$ cat src/rtl/sc_collatz_monitor.sv
// Observer for the Collatz datapath result bus: latches the seed and checks every
// bus transition against one Collatz step (mod 2^DATAWIDTH_BUS). It reports steps, peak and a status.
module sc_collatz_monitor #(
  parameter int DATAWIDTH_BUS     = 8,
  parameter int DATAWIDTH_TIMEOUT = 8,
  parameter int TIMEOUT_CYCLES    = 200
) (
  input  logic                     SC_COLLATZMONITOR_CLOCK_50,
  input  logic                     SC_COLLATZMONITOR_RESET_InLow,
  input  logic                     SC_COLLATZMONITOR_start_InLow,
  input  logic [DATAWIDTH_BUS-1:0] SC_COLLATZMONITOR_seed_InBUS,
  input  logic [DATAWIDTH_BUS-1:0] SC_COLLATZMONITOR_data_InBUS,
  output logic [DATAWIDTH_BUS-1:0] SC_COLLATZMONITOR_steps_OutBUS,
  output logic [DATAWIDTH_BUS-1:0] SC_COLLATZMONITOR_peak_OutBUS,
  output logic                     SC_COLLATZMONITOR_busy_OutLow,
  output logic                     SC_COLLATZMONITOR_done_OutLow,
  output logic                     SC_COLLATZMONITOR_error_OutLow,
  output logic [1:0]               SC_COLLATZMONITOR_errorcode_OutBUS
);

  localparam int W  = DATAWIDTH_BUS;
  localparam int T  = DATAWIDTH_TIMEOUT;
  localparam int XW = DATAWIDTH_BUS + 2;
  localparam logic [W-1:0] ONE         = W'(1);
  localparam logic [W-1:0] STEPS_MAX   = '1;
  localparam logic [T-1:0] STALL_ONE   = T'(1);
  localparam logic [T-1:0] TIMEOUT_VAL = T'(TIMEOUT_CYCLES);

  typedef enum logic [2:0] {IDLE, WAIT_SEED, TRACK, DONE, ERROR} state_t;

  state_t         state_q, state_d;
  logic [W-1:0]   seed_q, seed_d;
  logic [W-1:0]   prev_q, prev_d;
  logic [W-1:0]   steps_q, steps_d;
  logic [W-1:0]   peak_q, peak_d;
  logic [T-1:0]   stall_q, stall_d;
  logic [1:0]     code_q, code_d;
  logic           busy_q, busy_d;
  logic           done_q, done_d;
  logic           error_q, error_d;

  logic [XW-1:0]  triple;
  logic [W-1:0]   expected;
  logic [T-1:0]   stall_inc;

  // 3*prev+1 is formed two bits wider than the bus, then truncated (wraps mod 2^W).
  assign triple    = XW'({prev_q, 1'b0}) + XW'(prev_q) + XW'(1);
  assign expected  = prev_q[0] ? triple[W-1:0] : {1'b0, prev_q[W-1:1]};
  assign stall_inc = stall_q + STALL_ONE;

  always_comb begin
    state_d = state_q;
    seed_d  = seed_q;
    prev_d  = prev_q;
    steps_d = steps_q;
    peak_d  = peak_q;
    stall_d = stall_q;
    code_d  = code_q;

    if (!SC_COLLATZMONITOR_start_InLow) begin
      seed_d  = SC_COLLATZMONITOR_seed_InBUS;
      steps_d = '0;
      peak_d  = '0;
      stall_d = '0;
      code_d  = 2'b00;
      if (SC_COLLATZMONITOR_seed_InBUS == '0) begin
        state_d = ERROR;
        code_d  = 2'b01;
      end else begin
        state_d = WAIT_SEED;
      end
    end else begin
      case (state_q)
        WAIT_SEED: begin
          if (SC_COLLATZMONITOR_data_InBUS == seed_q) begin
            if (seed_q == ONE) begin
              state_d = DONE;
              steps_d = '0;
              peak_d  = ONE;
            end else begin
              state_d = TRACK;
              prev_d  = seed_q;
              peak_d  = seed_q;
              stall_d = '0;
            end
          end
        end
        TRACK: begin
          if (SC_COLLATZMONITOR_data_InBUS == prev_q) begin
            stall_d = stall_inc;
            if (stall_inc == TIMEOUT_VAL) begin
              state_d = ERROR;
              code_d  = 2'b11;
            end
          end else if (SC_COLLATZMONITOR_data_InBUS == expected) begin
            prev_d  = SC_COLLATZMONITOR_data_InBUS;
            steps_d = (steps_q == STEPS_MAX) ? steps_q : steps_q + ONE;
            if (SC_COLLATZMONITOR_data_InBUS > peak_q) peak_d = SC_COLLATZMONITOR_data_InBUS;
            stall_d = '0;
            if (SC_COLLATZMONITOR_data_InBUS == ONE) state_d = DONE;
          end else begin
            state_d = ERROR;
            code_d  = 2'b10;
          end
        end
        default: ;
      endcase
    end

    // Status flags are decoded from the next state so they change on the same edge.
    busy_d  = !((state_d == WAIT_SEED) || (state_d == TRACK));
    done_d  = (state_d != DONE);
    error_d = (state_d != ERROR);
  end

  always_ff @(posedge SC_COLLATZMONITOR_CLOCK_50) begin
    if (!SC_COLLATZMONITOR_RESET_InLow) begin
      state_q <= IDLE;
      seed_q  <= '0;
      prev_q  <= '0;
      steps_q <= '0;
      peak_q  <= '0;
      stall_q <= '0;
      code_q  <= 2'b00;
      busy_q  <= 1'b1;
      done_q  <= 1'b1;
      error_q <= 1'b1;
    end else begin
      state_q <= state_d;
      seed_q  <= seed_d;
      prev_q  <= prev_d;
      steps_q <= steps_d;
      peak_q  <= peak_d;
      stall_q <= stall_d;
      code_q  <= code_d;
      busy_q  <= busy_d;
      done_q  <= done_d;
      error_q <= error_d;
    end
  end

  assign SC_COLLATZMONITOR_steps_OutBUS     = steps_q;
  assign SC_COLLATZMONITOR_peak_OutBUS      = peak_q;
  assign SC_COLLATZMONITOR_busy_OutLow      = busy_q;
  assign SC_COLLATZMONITOR_done_OutLow      = done_q;
  assign SC_COLLATZMONITOR_error_OutLow     = error_q;
  assign SC_COLLATZMONITOR_errorcode_OutBUS = code_q;

endmodule

$ cat config.mk
export PLATFORM = sky130hd
export DESIGN_NAME = sc_collatz_monitor
export DESIGN_NICKNAME = d
export VERILOG_FILES = /design/src/rtl/sc_collatz_monitor.sv
export SDC_FILE = /design/constraint.sdc
export NUM_CORES = 1
export LEC_CHECK = 0
export ABC_AREA = 0
export CORE_ASPECT_RATIO = 1.1
export CORE_MARGIN = 2
export CORE_UTILIZATION = 47
export DETAILED_ROUTE_END_ITERATION = 10
export PLACE_DENSITY = 0.72
export SLEW_MARGIN = 20
export SYNTH_ARGS = -nofsm -noshare
export SYNTH_HDL_FRONTEND = slang
export SYNTH_SLANG_ARGS = --single-unit
$ cat constraint.sdc
create_clock -name SC_COLLATZMONITOR_CLOCK_50 -period 3.3 [get_ports SC_COLLATZMONITOR_CLOCK_50]
set_clock_uncertainty 0.05 [all_clocks]
set_input_delay 0.66 -clock SC_COLLATZMONITOR_CLOCK_50 [delete_from_list [all_inputs] [get_ports SC_COLLATZMONITOR_CLOCK_50]]
set_output_delay 0.66 -clock SC_COLLATZMONITOR_CLOCK_50 [all_outputs]
set_load 0.1 [all_outputs]
## Word-level counts from Yosys, hierarchy flattened

Cells that the tools add are included.

- Bits in registers: 48
- Bits of input ports: 19
- Output and inout bits: 21

- Add/sub/neg operators: 4
- Magnitude comparators: 1
- Equal/unequal tests: 24
- Muxes and demuxes: 38
- Reductions and logical operators: 10

Operator list:

| kind | number |
|---|---|
| $mux W8 | 19 |
| $pmux W8 S2 | 4 |
| $add A8 B1 Y8 const B | 3 |
| $eq A8 B8 Y1 | 3 |
| $mux W3 | 7 |
| $eq A8 B1 Y1 const B | 2 |
| $eq A8 B8 Y1 const B | 2 |
| $ne A2 B2 Y1 const B | 7 |
| $reduce_and A6 Y1 | 2 |
| $mux W2 | 5 |
| $ne A3 B3 Y1 const B | 3 |
| $add A8 B8 Y8 | 1 |
| $gt A8 B8 Y1 | 1 |
| $logic_not A8 Y1 | 1 |
| $eq A3 B1 Y1 const B | 2 |
| $eq A3 B2 Y1 const B | 2 |
| $ne A3 B2 Y1 const B | 2 |
| $pmux W3 S2 | 1 |
| $reduce_and A5 Y1 | 1 |
| $reduce_and A4 Y1 | 1 |
| $reduce_and A3 Y1 | 1 |
| $mux W1 | 2 |
| $ne A2 B1 Y1 const B | 1 |
| $reduce_and A2 Y1 | 1 |
| other kinds (3) | 3 |

## Longest topological paths before layout

Gate-level depths: netlist of the first run.

- Depth in word-level cells: 11
- Mapped depth: 12
- Gate-level depth less buffers: 11

## Worst setup path after synthesis of the first run

OpenSTA, ideal clock, no wires.

- Kind: register to register
- From: register prev_q[0]
- To: register peak_q[0] (netlist: SC_COLLATZMONITOR_peak_OutBUS[0])
- Data arrival time: 2.909 ns
- Setup slack: 0.213 ns
- Stages on the path, launching flop included: 12
- Buffers on the path: 1
- Period minus slack after synthesis: 3.087 ns
- Path through: dfxtp_1 -> fa_1 -> a211oi_1 -> nor2_1 -> mux2i_1 -> and3_1 -> or4_4 -> or2_1 -> buf_2 -> o21ai_4 -> mux2i_1 -> nor2_1

- Word-level cells in the longest chain between the ends: 6

Ends and longest elaborated chain:

| what | line | text |
|---|---|---|
| from (decl) | 33 | `logic [W-1:0] prev_q, prev_d;` |
| from (signal assigned) | 131 | `prev_q <= prev_d;` |
| $add A8 B8 Y8 | 47 | `assign triple = XW'({prev_q, 1'b0}) + XW'(prev_q) + XW'(1);` |
| $add A8 B1 Y8 | 47 |  |
| $mux W8 | 48 | `assign expected = prev_q[0] ? triple[W-1:0] : {1'b0, prev_q[W-1:1]};` |
| $eq A8 B8 Y1 | 95 | `end else if (SC_COLLATZMONITOR_data_InBUS == expected) begin` |
| $ne A2 B2 Y1 (no source line) | - |  |
| $reduce_and A5 Y1 (no source line) (*) | - |  |
| to (signal assigned) | 133 | `peak_q <= peak_d;` |
| to (decl) | 35 | `logic [W-1:0] peak_q, peak_d;` |

Every way passes the cells marked *; elsewhere a longest branch is shown, timed or not.
A chain may end at the register's enable or synchronous reset.

## Worst setup path after layout of the first run

- From: register prev_q[0]
- To: register busy_q (netlist: SC_COLLATZMONITOR_busy_OutLow)

- Word-level cells in the longest chain between the ends: 11

Ends and longest elaborated chain:

| what | line | text |
|---|---|---|
| $add A8 B8 Y8 | 47 |  |
| $add A8 B1 Y8 | 47 |  |
| $mux W8 | 48 |  |
| $eq A8 B8 Y1 | 95 |  |
| $mux W3 | 95 |  |
| $mux W3 (*) | 89 | `if (SC_COLLATZMONITOR_data_InBUS == prev_q) begin` |
| $pmux W3 S2 (*) | 73 | `case (state_q)` |
| $mux W3 (*) | 60 | `if (!SC_COLLATZMONITOR_start_InLow) begin` |
| $eq A3 B1 Y1 / $eq A3 B2 Y1 (equally long branches) | 111 | `busy_d = !((state_d == WAIT_SEED) \|\| (state_d == TRACK));` |
| $logic_or A1 B1 Y1 (*) | 111 |  |
| $logic_not A1 Y1 (*) | 111 |  |
| to (signal assigned) | 136 | `busy_q <= busy_d;` |
| to (decl) | 38 | `logic busy_q, busy_d;` |

Marked as above.

==> results summary, run 1 <==
For this design, the CTS-stage hold fixing added 0 buffers. The final count of negative-setup-slack endpoints came out at 0. The total half-perimeter wirelength after legalization and detailed placement came out at 6290 µm. The synthesis-to-finish area growth came out at 22.7%.

The combinational cell fraction of total power is a little under an eighth. The floorplan has 31 rows. The wire length of the first global-routing pass came out at around 14000 µm. The switching part of the total is between 20% and 30%. The share of Yosys cell area claimed by the top area cell type is 29.7%.

The I/O pin total came out at 40. The path with the worst hold slack has its endpoint at stall_q[7]$_SDFFE_PN0P_. The flow ran to the end, and the final reports show no timing, DRC or antenna violations. The worst-case reg-to-reg path depth came out at 10. The max-cap violation count came out at 0. The total track usage is 21.6%. The maximum buffer depth of the clock tree came out at 2. The relative slew slack came out at 67.4%. After detailed routing, the average wire length per cell comes to 15.0 µm.

The path class of the tightest hold or removal check is flop to flop. The die outline width came out at around 83 µm. The startpoint of the lowest-slack hold path is stall_q[7]$_SDFFE_PN0P_. The depth of the CTS H-tree is 2. Clock-pin slew was measured on the worst setup and hold paths at roughly 0.1 ns. The pin count of the biggest net entering global routing came out at 20. dfxtp_1 takes more of the synthesized area than any other cell. The first detailed-routing pass ran for 4 iterations. The via count normalized by instance count is 5.65. The setup TNS after final layout is 0 ns. The diode insertion count for antenna repair came out at 0. For this design the total switching power over the nets is 0.317 mW.

VDD sags by at most 0.246 mV. The number of cells traversed by the worst hold path is 1. The leakage power came out at ~1.5 nW. The number of global-route vias before repair is approximately 2900. The average instance area after synthesis is 7.92 µm². The arrival time at the worst endpoint is 3.32 ns. The share of final-layout standard cells stronger than drive strength 1 came out at roughly 17%. The tree is rooted in a clkbuf_8. The total overflow left after global routing is 0. After synthesis, the netlist uses 59 different library cells. The post-synth net total came out at 446. Ranked by total cell area, the synthesized netlist is headed by dfxtp_1, ha_1, mux2i_1. The sum of routed wire length over all layers came out at 8210 µm.

The total CTS buffers came out at 5. The placer's final routability congestion estimate came out at ~0.9. Clock latency on the worst-skew pair, taken at its later pin, is 0.32 ns.

TritonCTS built the clock tree. The areal power density over the cells came out at 322 mW/mm². Of the synthesized area, sequential elements account for between 20% and 30%. The most used flip-flop cell after synthesis is dfxtp_1. The startpoint identified for the worst register-to-register timing path is prev_q[0]$_SDFFE_PN0P_.

The post-synthesis instance total came out at approximately 410. The critical path starts at prev_q[0]$_SDFFE_PN0P_. The floorplan step defined a die boundary enclosing 0.00755 mm². The number of enable flip-flop cells after synthesis is 0.

The tree built by TritonCTS fans out to 48 sinks. For this configuration, the core starts out at a cell density of 48.7%. The number of fillers in the final layout is 617. The flip-flop and latch count after synthesis is between 40 and 50.

The share of synthesized registers carrying an async set or reset is 0%. Data on the critical path is required at its endpoint by 3.45 ns. The top cell types in the final layout, fill and taps aside, are nand2_1, nor2_1, buf_4. In this run the critical register-to-register path is captured at SC_COLLATZMONITOR_busy_OutLow$_SDFF_PN1_. The nature of the critical path startpoint is a flop. The clock network is responsible for about 42% of the overall power. The fraction of power consumed by sequential logic is ~47%. The internal power contribution came out at 0.960 mW. The type of the worst setup path is flop to flop.

The count of final hold-check violations is 0. Of all nets on the critical path, the largest fanout is 4. The period utilization is between 90 and 100%. For this run, design rule violations remaining after detail routing come to 0.

After the first detailed-routing iteration, the DRC count stood at 210. The number of antenna-violating nets in the routed design is 0. The area of the mapped netlist came out at 0.00323 mm². The top achievable clock speed came out at 316 MHz. The register-to-register setup slack came out at 0.13 ns. The die span in y came out at 91.0 µm.

For this run, the number of Yosys warnings is 0. The nature of the critical path endpoint is a flop. The clock period minus final worst setup slack is around 3.2 ns. Port buffering added 39 buffers. The transition at the pin with the smallest max-transition slack is 0.489 ns.

The number of antenna violations at the first check in global routing was 0. The floorplan step defined a core boundary enclosing 0.00663 mm². The total count of max-transition violations in the final report came out at 0.

The net count of the finished layout is between 500 and 600. The count of vias placed by the detailed router is 3088. Hold timing on the final database bottoms out at a slack of 0.427 ns.
repair_timing:
item	in CTS	in global routing
endpoints found under the setup margin	0	18
hold endpoints to repair	0	0
buffers inserted	0	0
resized for setup	0	5
area by class of cell:
type / count / area (µm²) / area share [%]
inverters: 13 / 48.8 / 1.23
multi-input cells: 327 / 2130 / 53.8
well taps: 82 / 103 / 2.59
clock inverters: 3 / 68.8 / 1.74
clock buffers: 5 / 68.8 / 1.74
flip-flops and latches: 48 / 965 / 24.3
repair buffers: 69 / 576 / 14.5
how the worst max path moves through the flow:
stage / endpoint / slack [ns] / depth (start not counted)
2_1_floorplan: SC_COLLATZMONITOR_peak_OutBUS[0]$_SDFFE_PN0P_ / 0.21 / 11
3_3_place_gp: stall_q[4]$_SDFFE_PN0P_ / -0.04 / 10
3_5_place_dp: stall_q[5]$_SDFFE_PN0P_ / -0.09 / 10
4_1_cts: SC_COLLATZMONITOR_busy_OutLow$_SDFF_PN1_ / 0.02 / 10
5_1_grt: SC_COLLATZMONITOR_steps_OutBUS[5]$_SDFFE_PN0P_ / -0.02 / 10
6_report: SC_COLLATZMONITOR_busy_OutLow$_SDFF_PN1_ / 0.13 / 10
cells in the mapped netlist, types with 2 or more instances:
| cell | count |
|---|---|
| or2_2 | 2 |
| xor2_1 | 18 |
| nand2b_1 | 6 |
| o21ai_1 | 4 |
| a211oi_1 | 2 |
| a21oi_1 | 23 |
| o31ai_1 | 2 |
| nand4_1 | 4 |
| nor4_1 | 14 |
| ha_1 | 18 |
| mux2i_1 | 21 |
| o31a_2 | 2 |
| nand2_1 | 50 |
| nor2_1 | 50 |
| or3_1 | 3 |
| o211ai_1 | 3 |
| clkbuf_1 | 14 |
| buf_1 | 2 |
| or4_1 | 2 |
| and2_1 | 2 |
| inv_1 | 13 |
| dfxtp_1 | 48 |
| a311oi_1 | 6 |
| o21ai_0 | 11 |
| nand3_1 | 25 |
| nor2b_1 | 4 |
| xnor2_1 | 14 |
| o21a_1 | 3 |
| nor3_1 | 8 |
| and3_1 | 5 |
metrics by stage:
step / instance area [µm²] / utilization (%) / cells / total power [mW] / setup slack [ns]
6_report: 3960 / 59.7 / 547 / 1.28 / 0.135
4_1_cts: 3950 / 59.6 / 547 / 1.28 / 0.0197
5_1_grt: 3960 / 59.7 / 547 / 1.31 / -0.0219
3_3_place_gp: 3810 / 57.5 / 539 / 0.755 / -0.0352
2_1_floorplan: 3230 / - / 408 / 0.698 / 0.213
3_5_place_dp: 3810 / 57.5 / 539 / 0.759 / -0.0890
critical path: stages (launching register included):
cell	delay, ns
dfxtp_1	0.35
fa_2	0.42
a211oi_2	0.24
nor2_1	0.09
mux2i_1	0.14
and3_1	0.20
or4_4	0.57
o31a_2	0.39
a211o_1	0.36
xor2_1	0.16
nand3_1	0.09
power by group through the flow:
stage | combinational [mW] | clock, mW | sequential [mW]
finish | 0.151 | 0.530 | 0.597
global route | 0.163 | 0.552 | 0.598
CTS | 0.150 | 0.532 | 0.596
detailed placement | 0.149 | 0 | 0.610
global placement | 0.146 | 0 | 0.609
floorplan | 0.0796 | 0 | 0.618
cells by family after synthesis:
family,count (synthesis),share of synthesized area [%]
muxes,22,6.86
buffers and inverters,33,4.45
and+or+nand+nor,184,27.8
adders and majority gates,19,7.59
DFF,48,29.7
xor gates and xnor gates,32,8.68
AOI/OAI and AO/OA,70,14.9
state kept, by name (all words and copies together) (netlist names):
signal / flops
SC_COLLATZMONITOR_busy_OutLow: 1
SC_COLLATZMONITOR_done_OutLow: 1
SC_COLLATZMONITOR_error_OutLow: 1
SC_COLLATZMONITOR_errorcode_OutBUS: 2
SC_COLLATZMONITOR_peak_OutBUS: 8
SC_COLLATZMONITOR_steps_OutBUS: 8
prev_q: 8
seed_q: 8
stall_q: 8
state_q: 3
per-layer routing:
metal / track usage (%) / routed length [µm]
met1: 27.0 / 3670
met4: 6.42 / 141
met2: 38.6 / 4010
met3: 3.00 / 379
met5: 0 / 0
Note: power is estimated with default switching activity, not from simulation.
==> inputs of run 2 (changes only) <==
- CORE_ASPECT_RATIO: 1.1 -> 0.8
- GPL_TIMING_DRIVEN: not set -> 0
- MAX_ROUTING_LAYER: not set -> met4
==> run 2 against run 1 <==
Against the previous run:
- critical path depth unchanged
- critical endpoint unchanged
- global-route usage up 0.51 points
- first-iteration DRC count up 1.9%
- sequential power about the same
- cell area down 1.2%
- largest power group unchanged
- sequential share of layout area up 0.49 points
==> results summary, run 2 (synthesis results as in run 1) <==
Run status: complete, no violations (unchanged). The top achievable clock speed is 313 MHz (was 316 MHz). The maximum buffer depth of the clock tree is 2 (unchanged). The transition at the pin with the smallest max-transition slack is 0.975 ns (was 0.489 ns).

The nature of the critical path endpoint is a flop (unchanged). The die area came to 0.00756 mm² (was 0.00755 mm²). The combinational cell fraction of total power is 11.9% (was 11.8%). The sum of routed wire length over all layers is 8140 µm (was 8210 µm). The nature of the critical path startpoint is a flop (unchanged).

The insertion delay of the later-clocked pin in the worst-skew pair is 0.31 ns (was 0.32 ns). The count of final hold-check violations came out at 0 (unchanged). The largest voltage drop on the vdd net came to 0.196 mV (was 0.246 mV). The delay of the slowest critical-path stage was 0.58 ns (was 0.57 ns). The setup TNS after final layout came out at 0 ns (unchanged). The worst min-delay path class is flop to flop (unchanged). The number of remaining DRC errors came out at 0 (unchanged). The areal power density over the cells is 305 mW/mm² (was 322 mW/mm²). The post-route standard cell area excluding fillers came to 0.00392 mm² (was 0.00396 mm²). The final net count was 489 (was 502).

The relative slew slack came out at 34.8% (was 67.4%). The clock tree root driver cell was clkbuf_8 (unchanged). The number of global-route vias before repair came out at 2871 (was 2922). The part of the power in the clock network is 38.2% (was 41.5%).

The pin count of the biggest net entering global routing is 16 (was 20). The number of design-rule violations left by the first detailed-router iteration came out at 214 (was 210). The non-filler instance count after layout came to 536 (was 547). The standard cell area after detailed placement came out at 0.00370 mm² (was 0.00381 mm²).

The fraction of power consumed by sequential logic came out at 49.9% (was 46.7%). The depth of the CTS H-tree came out at 2 (unchanged). The total count of max-transition violations in the final report is 0 (unchanged).

The hold buffer count at CTS is 0 (unchanged). The total placed cells including tap cells came to 528 (was 539). The total track usage is 22.2% (was 21.6%).

The detailed route wirelength on metal2 is 3600 µm (was 4010 µm). The type of the worst setup path is flop to flop (unchanged). The utilization of the core after routing is 60.2% (was 59.7%). The total CTS buffers is 5 (unchanged).

The final count of negative-setup-slack endpoints came out at 0 (unchanged). The reported net switching power is 0.301 mW (was 0.317 mW). The standard-cell row count came out at 26 (was 31).

The wire length of the first global-routing pass is 13600 µm (about the same). The data required time of the critical path is 3.41 ns (was 3.45 ns). Cell Chain, Critical Path: fa_2 > a211oi_2 > nor2_1 > mux2i_1 > and3_1 > or4_4 > o31a_2 > a211o_1 > xor2_1 > nand3_1 (unchanged). The total design power is 1.19 mW (was 1.28 mW). The diode insertion count for antenna repair is 0 (unchanged). The via count normalized by instance count came out at 5.72 (was 5.65). The leakage power is 1.40 nW (was 1.53 nW).

The master of the slowest instance on the critical path is or4_4 (unchanged). The share of final-layout standard cells stronger than drive strength 1 is 11.3% (was 17.4%). The clock period minus final worst setup slack came out at 3.20 ns (was 3.17 ns).

The arrival time at the worst endpoint is 3.31 ns (was 3.32 ns). The effective utilization at floorplan came to 49.7% (was 48.7%). The mean routed wirelength per cell came out at 15.2 µm (was 15.0 µm).

The top fanout value on the critical path is 4 (unchanged). The die span in y came out at 78.2 µm (was 91.0 µm). The total half-perimeter wirelength after legalization and detailed placement is 6160 µm (was 6290 µm). The number of input and output port buffers inserted is 36 (was 39). The die outline width is 96.7 µm (was 83.1 µm).

The overall overflow remaining after global route is 0 (unchanged). The placer's final routability congestion estimate came to 0.894 (was 0.882). The period utilization came out at 96.9% (was 95.9%). The switching part of the total came out at 25.3% (was 24.9%). The I/O pin total is 40 (unchanged). The core area came to 0.00651 mm² (was 0.00663 mm²). The met1 routed wirelength after detailed routing is 4000 µm (was 3670 µm). Most frequent cells in the layout: nand2_1, nor2_1, dfxtp_1 (was nand2_1, nor2_1, buf_4). The total met3 wirelength after detailed routing came out at 495 µm (was 379 µm).

The count of vias placed by the detailed router is 3065 (was 3088). The total clock sinks is 48 (unchanged). The clock tree from TritonCTS is yes (unchanged). The max-cap violation count came out at 0 (unchanged).

The number of antenna violations at the first check in global routing was 0 (unchanged). The clock transition at the register clock pins on the worst setup and hold paths after CTS is 0.09 ns (was 0.10 ns). The uppermost layer routed is met4 (unchanged). The synthesis-to-finish area growth came out at 21.2% (was 22.7%). The iteration count of the initial detailed-routing pass is 4 (unchanged). The internal power contribution came to 0.892 mW (was 0.960 mW). The number of antenna-violating nets in the routed design came out at 0 (unchanged).
[run 2: final timing paths]
path                                                      startpoint                                                 end  slack [ns]  cells past startpoint
setup / recovery                              prev_q[0]$_SDFFE_PN0P_            SC_COLLATZMONITOR_busy_OutLow$_SDFF_PN1_        0.10                     10
hold reg to reg   SC_COLLATZMONITOR_errorcode_OutBUS[1]$_SDFFE_PN0P_  SC_COLLATZMONITOR_errorcode_OutBUS[1]$_SDFFE_PN0P_        0.44                      2
hold / removal    SC_COLLATZMONITOR_errorcode_OutBUS[1]$_SDFFE_PN0P_  SC_COLLATZMONITOR_errorcode_OutBUS[1]$_SDFFE_PN0P_        0.44                      2
setup reg to reg                              prev_q[0]$_SDFFE_PN0P_            SC_COLLATZMONITOR_busy_OutLow$_SDFF_PN1_        0.10                     10
[run 2: worst max-delay path, delay by kind of cell, from the launching register on]
kind | cells | cell delay [ns]
muxes | 1 | 0.13
xor gates and xnor gates | 1 | 0.17
and+or+nand+nor | 4 | 0.96
DFF | 1 | 0.36
adders and majority gates | 1 | 0.42
AOI/OAI and AO/OA | 3 | 0.97
[run 2: what timing repair did]
| item | CTS | global route |
|---|---|---|
| buffers inserted | 2 | 0 |
| endpoints found under the setup margin | 25 | 29 |
| resized for setup | 2 | 25 |
| endpoints found under the hold margin | 0 | 0 |
| pin swaps | 4 | 0 |
[run 2: cell type report]
| cell class | count | area [µm²] |
|---|---|---|
| fillers | 618 | 2590 |
| well taps | 84 | 105 |
| clock buffers | 6 | 82.6 |
| inverters | 13 | 48.8 |
| multi-input cells | 327 | 2180 |
| clock inverters | 2 | 38.8 |
| flip-flops and latches | 48 | 972 |
| plain buffers | 18 | 92.6 |
| repair buffers | 38 | 390 |
[run 2: metrics by stage]
| step | hold slack, ns | setup WS, ns |
|---|---|---|
| after detailed placement | 0.426 | -0.462 |
| final | 0.442 | 0.102 |
| after global routing | 0.480 | -0.0235 |
| after CTS | 0.442 | 0.00232 |
| after global placement | 0.410 | -0.488 |
| after floorplan | 0.389 | 0.213 |
[run 2: per-layer routing]
| metal | vias up | track usage (%) |
|---|---|---|
| met5 | - | - |
| met4 | 0 | 5.35 |
| met1 | 1420 | 30.7 |
| met2 | 108 | 34.3 |
| li1 | 1533 | - |
| met3 | 4 | 3.38 |
[run 2: power groups by stage]
stage / Combinational [mW] / Sequential [mW] / Clock [mW]
finish: 0.143 / 0.595 / 0.456
global route: 0.155 / 0.597 / 0.483
CTS: 0.139 / 0.596 / 0.463
detailed placement: 0.138 / 0.610 / 0
global placement: 0.135 / 0.609 / 0
floorplan: 0.0796 / 0.618 / 0
==> inputs of run 3 (changes only) <==
- REMOVE_ABC_BUFFERS: not set -> 1
==> run 3 against run 2 <==
Against the previous run:
- clock power grew 12%
- register-to-register slack barely moved
- non-clock buffer count decreased by 10
- hold slack worse by 0.017 ns
- critical path depth stayed put
- worst setup slack got worse by 0.0037 ns
- sequential share of layout area increased by 0.18 points
- power grew 4.1%
- sequential power about the same
- die area unchanged
- fmax fell by 0.12%
- sequential cell count is the same
- largest cell class unchanged
- largest power group unchanged
==> results summary, run 3 (synthesis results as in run 1) <==
The overall overflow remaining after global route came out at 0 (unchanged). The worst min-delay path class is flop to flop (unchanged). Run status: complete, no violations (unchanged). The part of the power in the clock network is 41.0% (was 38.2%). The combinational cell fraction of total power was 11.2% (was 11.9%). The sum of routed wire length over all layers is 7770 µm (was 8140 µm). The wire length of the first global-routing pass is 12800 µm (was 13600 µm). The pin count of the biggest net entering global routing came to 20 (was 16). Most frequent cells in the layout: nand2_1, nor2_1, dfxtp_1 (unchanged). The number of antenna-violating nets in the routed design is 0 (unchanged).

The period utilization is 97.0% (was 96.9%). The die span in y is 78.2 µm (unchanged). The non-filler instance count after layout came out at 526 (was 536). The number of remaining DRC errors was 0 (unchanged). The fraction of power consumed by sequential logic is 47.9% (was 49.9%). The count of vias placed by the detailed router is 3006 (was 3065). The clock transition at the register clock pins on the worst setup and hold paths after CTS came out at 0.09 ns (about the same). The nature of the critical path startpoint is a flop (unchanged). The total track usage came out at 20.6% (was 22.2%).

The clock period minus final worst setup slack came out at 3.20 ns (about the same). The effective utilization at floorplan came out at 49.7% (unchanged). The synthesis-to-finish area growth is 20.3% (was 21.2%).

The total placed cells including tap cells came to 511 (was 528). The die area is 0.00756 mm² (unchanged). The sequential cell area in the final layout is 972 µm² (unchanged). The standard-cell row count came out at 26 (unchanged). The share of final-layout standard cells stronger than drive strength 1 came out at 10.4% (was 11.3%). The leakage power is 1.39 nW (was 1.40 nW). The standard cell area after detailed placement is 0.00363 mm² (was 0.00370 mm²). The data required time of the critical path came out at 3.49 ns (was 3.41 ns). The arrival time at the worst endpoint is 3.39 ns (was 3.31 ns). The via count normalized by instance count came out at 5.71 (was 5.72). The number of fillers in the final layout is 601 (was 618).

The insertion delay of the later-clocked pin in the worst-skew pair is 0.31 ns (about the same). Cell Chain, Critical Path: ha_1 > o21ai_0 > nor2_1 > mux2i_1 > and3_1 > or4_4 > o31ai_4 > nand2_2 > or4_1 > a21oi_1 (was fa_2 > a211oi_2 > nor2_1 > mux2i_1 > and3_1 > or4_4 > o31a_2 > a211o_1 > xor2_1 > nand3_1). The final count of negative-setup-slack endpoints came to 0 (unchanged). The worst-case reg-to-reg path depth is 10 (unchanged). The transition at the pin with the smallest max-transition slack came to 0.979 ns (was 0.975 ns). The dominant delay contributor by cell family on the critical path is simple AND/OR/NAND/NOR gates (was compound AO/OA/AOI/OAI gates).

The core area came out at 0.00651 mm² (unchanged). The switching part of the total is 23.7% (was 25.3%). The total buffers and inverters traversed by the critical path came out at 0 (unchanged). The I/O pin total is 40 (unchanged). The nature of the critical path endpoint is a flop (unchanged). The type of the worst setup path is flop to flop (unchanged). The placer's final routability congestion estimate came to 0.876 (was 0.894). The reported net switching power is 0.295 mW (was 0.301 mW).

The top fanout value on the critical path is 8 (was 4). The total count of max-transition violations in the final report came to 0 (unchanged). The final net count was 479 (was 489). The number of cells traversed by the worst hold path is 2 (unchanged). The maximum buffer depth of the clock tree is 2 (unchanged).

The total clock sinks came out at 48 (unchanged). The largest voltage drop on the vdd net is 0.290 mV (was 0.196 mV). The delay of the slowest critical-path stage came out at 0.57 ns (was 0.58 ns). The mean routed wirelength per cell came out at 14.8 µm (was 15.2 µm). The number of input and output port buffers inserted is 39 (was 36). The max-cap violation count came out at 0 (unchanged). The master of the slowest instance on the critical path is or4_4 (unchanged).

The clock tree root driver cell is clkbuf_8 (unchanged). The hold buffer count at CTS is 0 (unchanged). The total CTS buffers was 5 (unchanged). The diode insertion count for antenna repair came out at 0 (unchanged). The total half-perimeter wirelength after legalization and detailed placement is 5800 µm (was 6160 µm).

The die outline width was 96.7 µm (unchanged). The setup TNS after final layout is 0 ns (unchanged). The top achievable clock speed was 312 MHz (was 313 MHz).

The relative slew slack is 34.5% (was 34.8%). The areal power density over the cells came out at 320 mW/mm² (was 305 mW/mm²). The internal power contribution came out at 0.948 mW (was 0.892 mW).

The iteration count of the initial detailed-routing pass came out at 5 (was 4). The post-route standard cell area excluding fillers came to 0.00389 mm² (was 0.00392 mm²). The number of antenna violations at the first check in global routing is 0 (unchanged). The clock tree from TritonCTS is yes (unchanged). The number of design-rule violations left by the first detailed-router iteration is 196 (was 214). The depth of the CTS H-tree was 2 (unchanged). The worst hold slack is 0.425 ns (was 0.442 ns). The footprint of the multi-input gates came to 0.00217 mm² (was 0.00218 mm²).

The logic depth of the worst path, buffers included came to 10 (unchanged). The count of final hold-check violations is 0 (unchanged). The number of global-route vias before repair is 2720 (was 2871).
[run 3: cell types whose count changed in the layout (fill, tap and decap cells not counted), sizes merged]
cell | before | now
clkbuf | 20 | 5
clkdlybuf4s50 | 35 | 37
dlygate4sd2 | 0 | 2
buf | 6 | 7
bufinv | 1 | 2
clkinv | 1 | 0
dlymetal6s2s | 1 | 0
inv | 13 | 14
[run 3: final timing paths]
check	endpoint	from	slack, ns
setup / recovery	SC_COLLATZMONITOR_steps_OutBUS[5]$_SDFFE_PN0P_	prev_q[4]$_SDFFE_PN0P_	0.1
hold / removal	SC_COLLATZMONITOR_errorcode_OutBUS[1]$_SDFFE_PN0P_	SC_COLLATZMONITOR_errorcode_OutBUS[1]$_SDFFE_PN0P_	0.42
setup reg to reg	SC_COLLATZMONITOR_steps_OutBUS[5]$_SDFFE_PN0P_	prev_q[4]$_SDFFE_PN0P_	0.1
hold reg to reg	SC_COLLATZMONITOR_errorcode_OutBUS[1]$_SDFFE_PN0P_	SC_COLLATZMONITOR_errorcode_OutBUS[1]$_SDFFE_PN0P_	0.42
[run 3: metrics by stage]
step	total power [mW]	setup slack [ns]	util [%]
final	1.24	0.0987	59.8
after CTS	1.25	0.00628	58.4
after detailed placement	0.746	-0.426	55.8
after global routing	1.29	-0.0497	59.8
after floorplan	0.682	0.135	-
after global placement	0.742	-0.390	55.8
[run 3: what timing repair did]
action,in CTS,in global routing
pin swaps,1,3
setup endpoints to repair,22,24
resized for setup,5,13
gates cloned,0,0
buffers inserted,2,5
[run 3: cell type report]
cell class	instances	share of cell area, %
multi-input cells	327	55.8
inverters	13	1.26
clock buffers	5	1.77
clock inverters	3	1.77
well taps	84	2.70
repair buffers	46	11.7
flip-flops and latches	48	25.0
[run 3: power groups by stage]
stage | clock network [mW] | registers, mW | logic, mW
detailed placement | 0 | 0.610 | 0.136
finish | 0.509 | 0.595 | 0.139
floorplan | 0 | 0.618 | 0.0639
global placement | 0 | 0.609 | 0.133
CTS | 0.518 | 0.595 | 0.136
global route | 0.548 | 0.596 | 0.150
[run 3: worst reg2reg max path, stage by stage (launching register included)]
cell and delay, ns:
dfxtp_1 0.45, ha_1 0.34, o21ai_0 0.24, nor2_1 0.09, mux2i_1 0.13, and3_1 0.19
or4_4 0.57, o31ai_4 0.31, nand2_2 0.15, or4_1 0.49, a21oi_1 0.14
[run 3: layer usage]
| layer | routed length, µm | track usage [%] | part of all wire, % | up-vias |
|---|---|---|---|---|
| li1 | - | - | - | 1511 |
| met1 | 3850 | 28.8 | 50 | 1392 |
| met2 | 3430 | 31.7 | 44 | 96 |
| met3 | 420 | 3.29 | 5.4 | 7 |
| met4 | 68 | 4.51 | 0.87 | 0 |
| met5 | 0 | - | 0 | - |
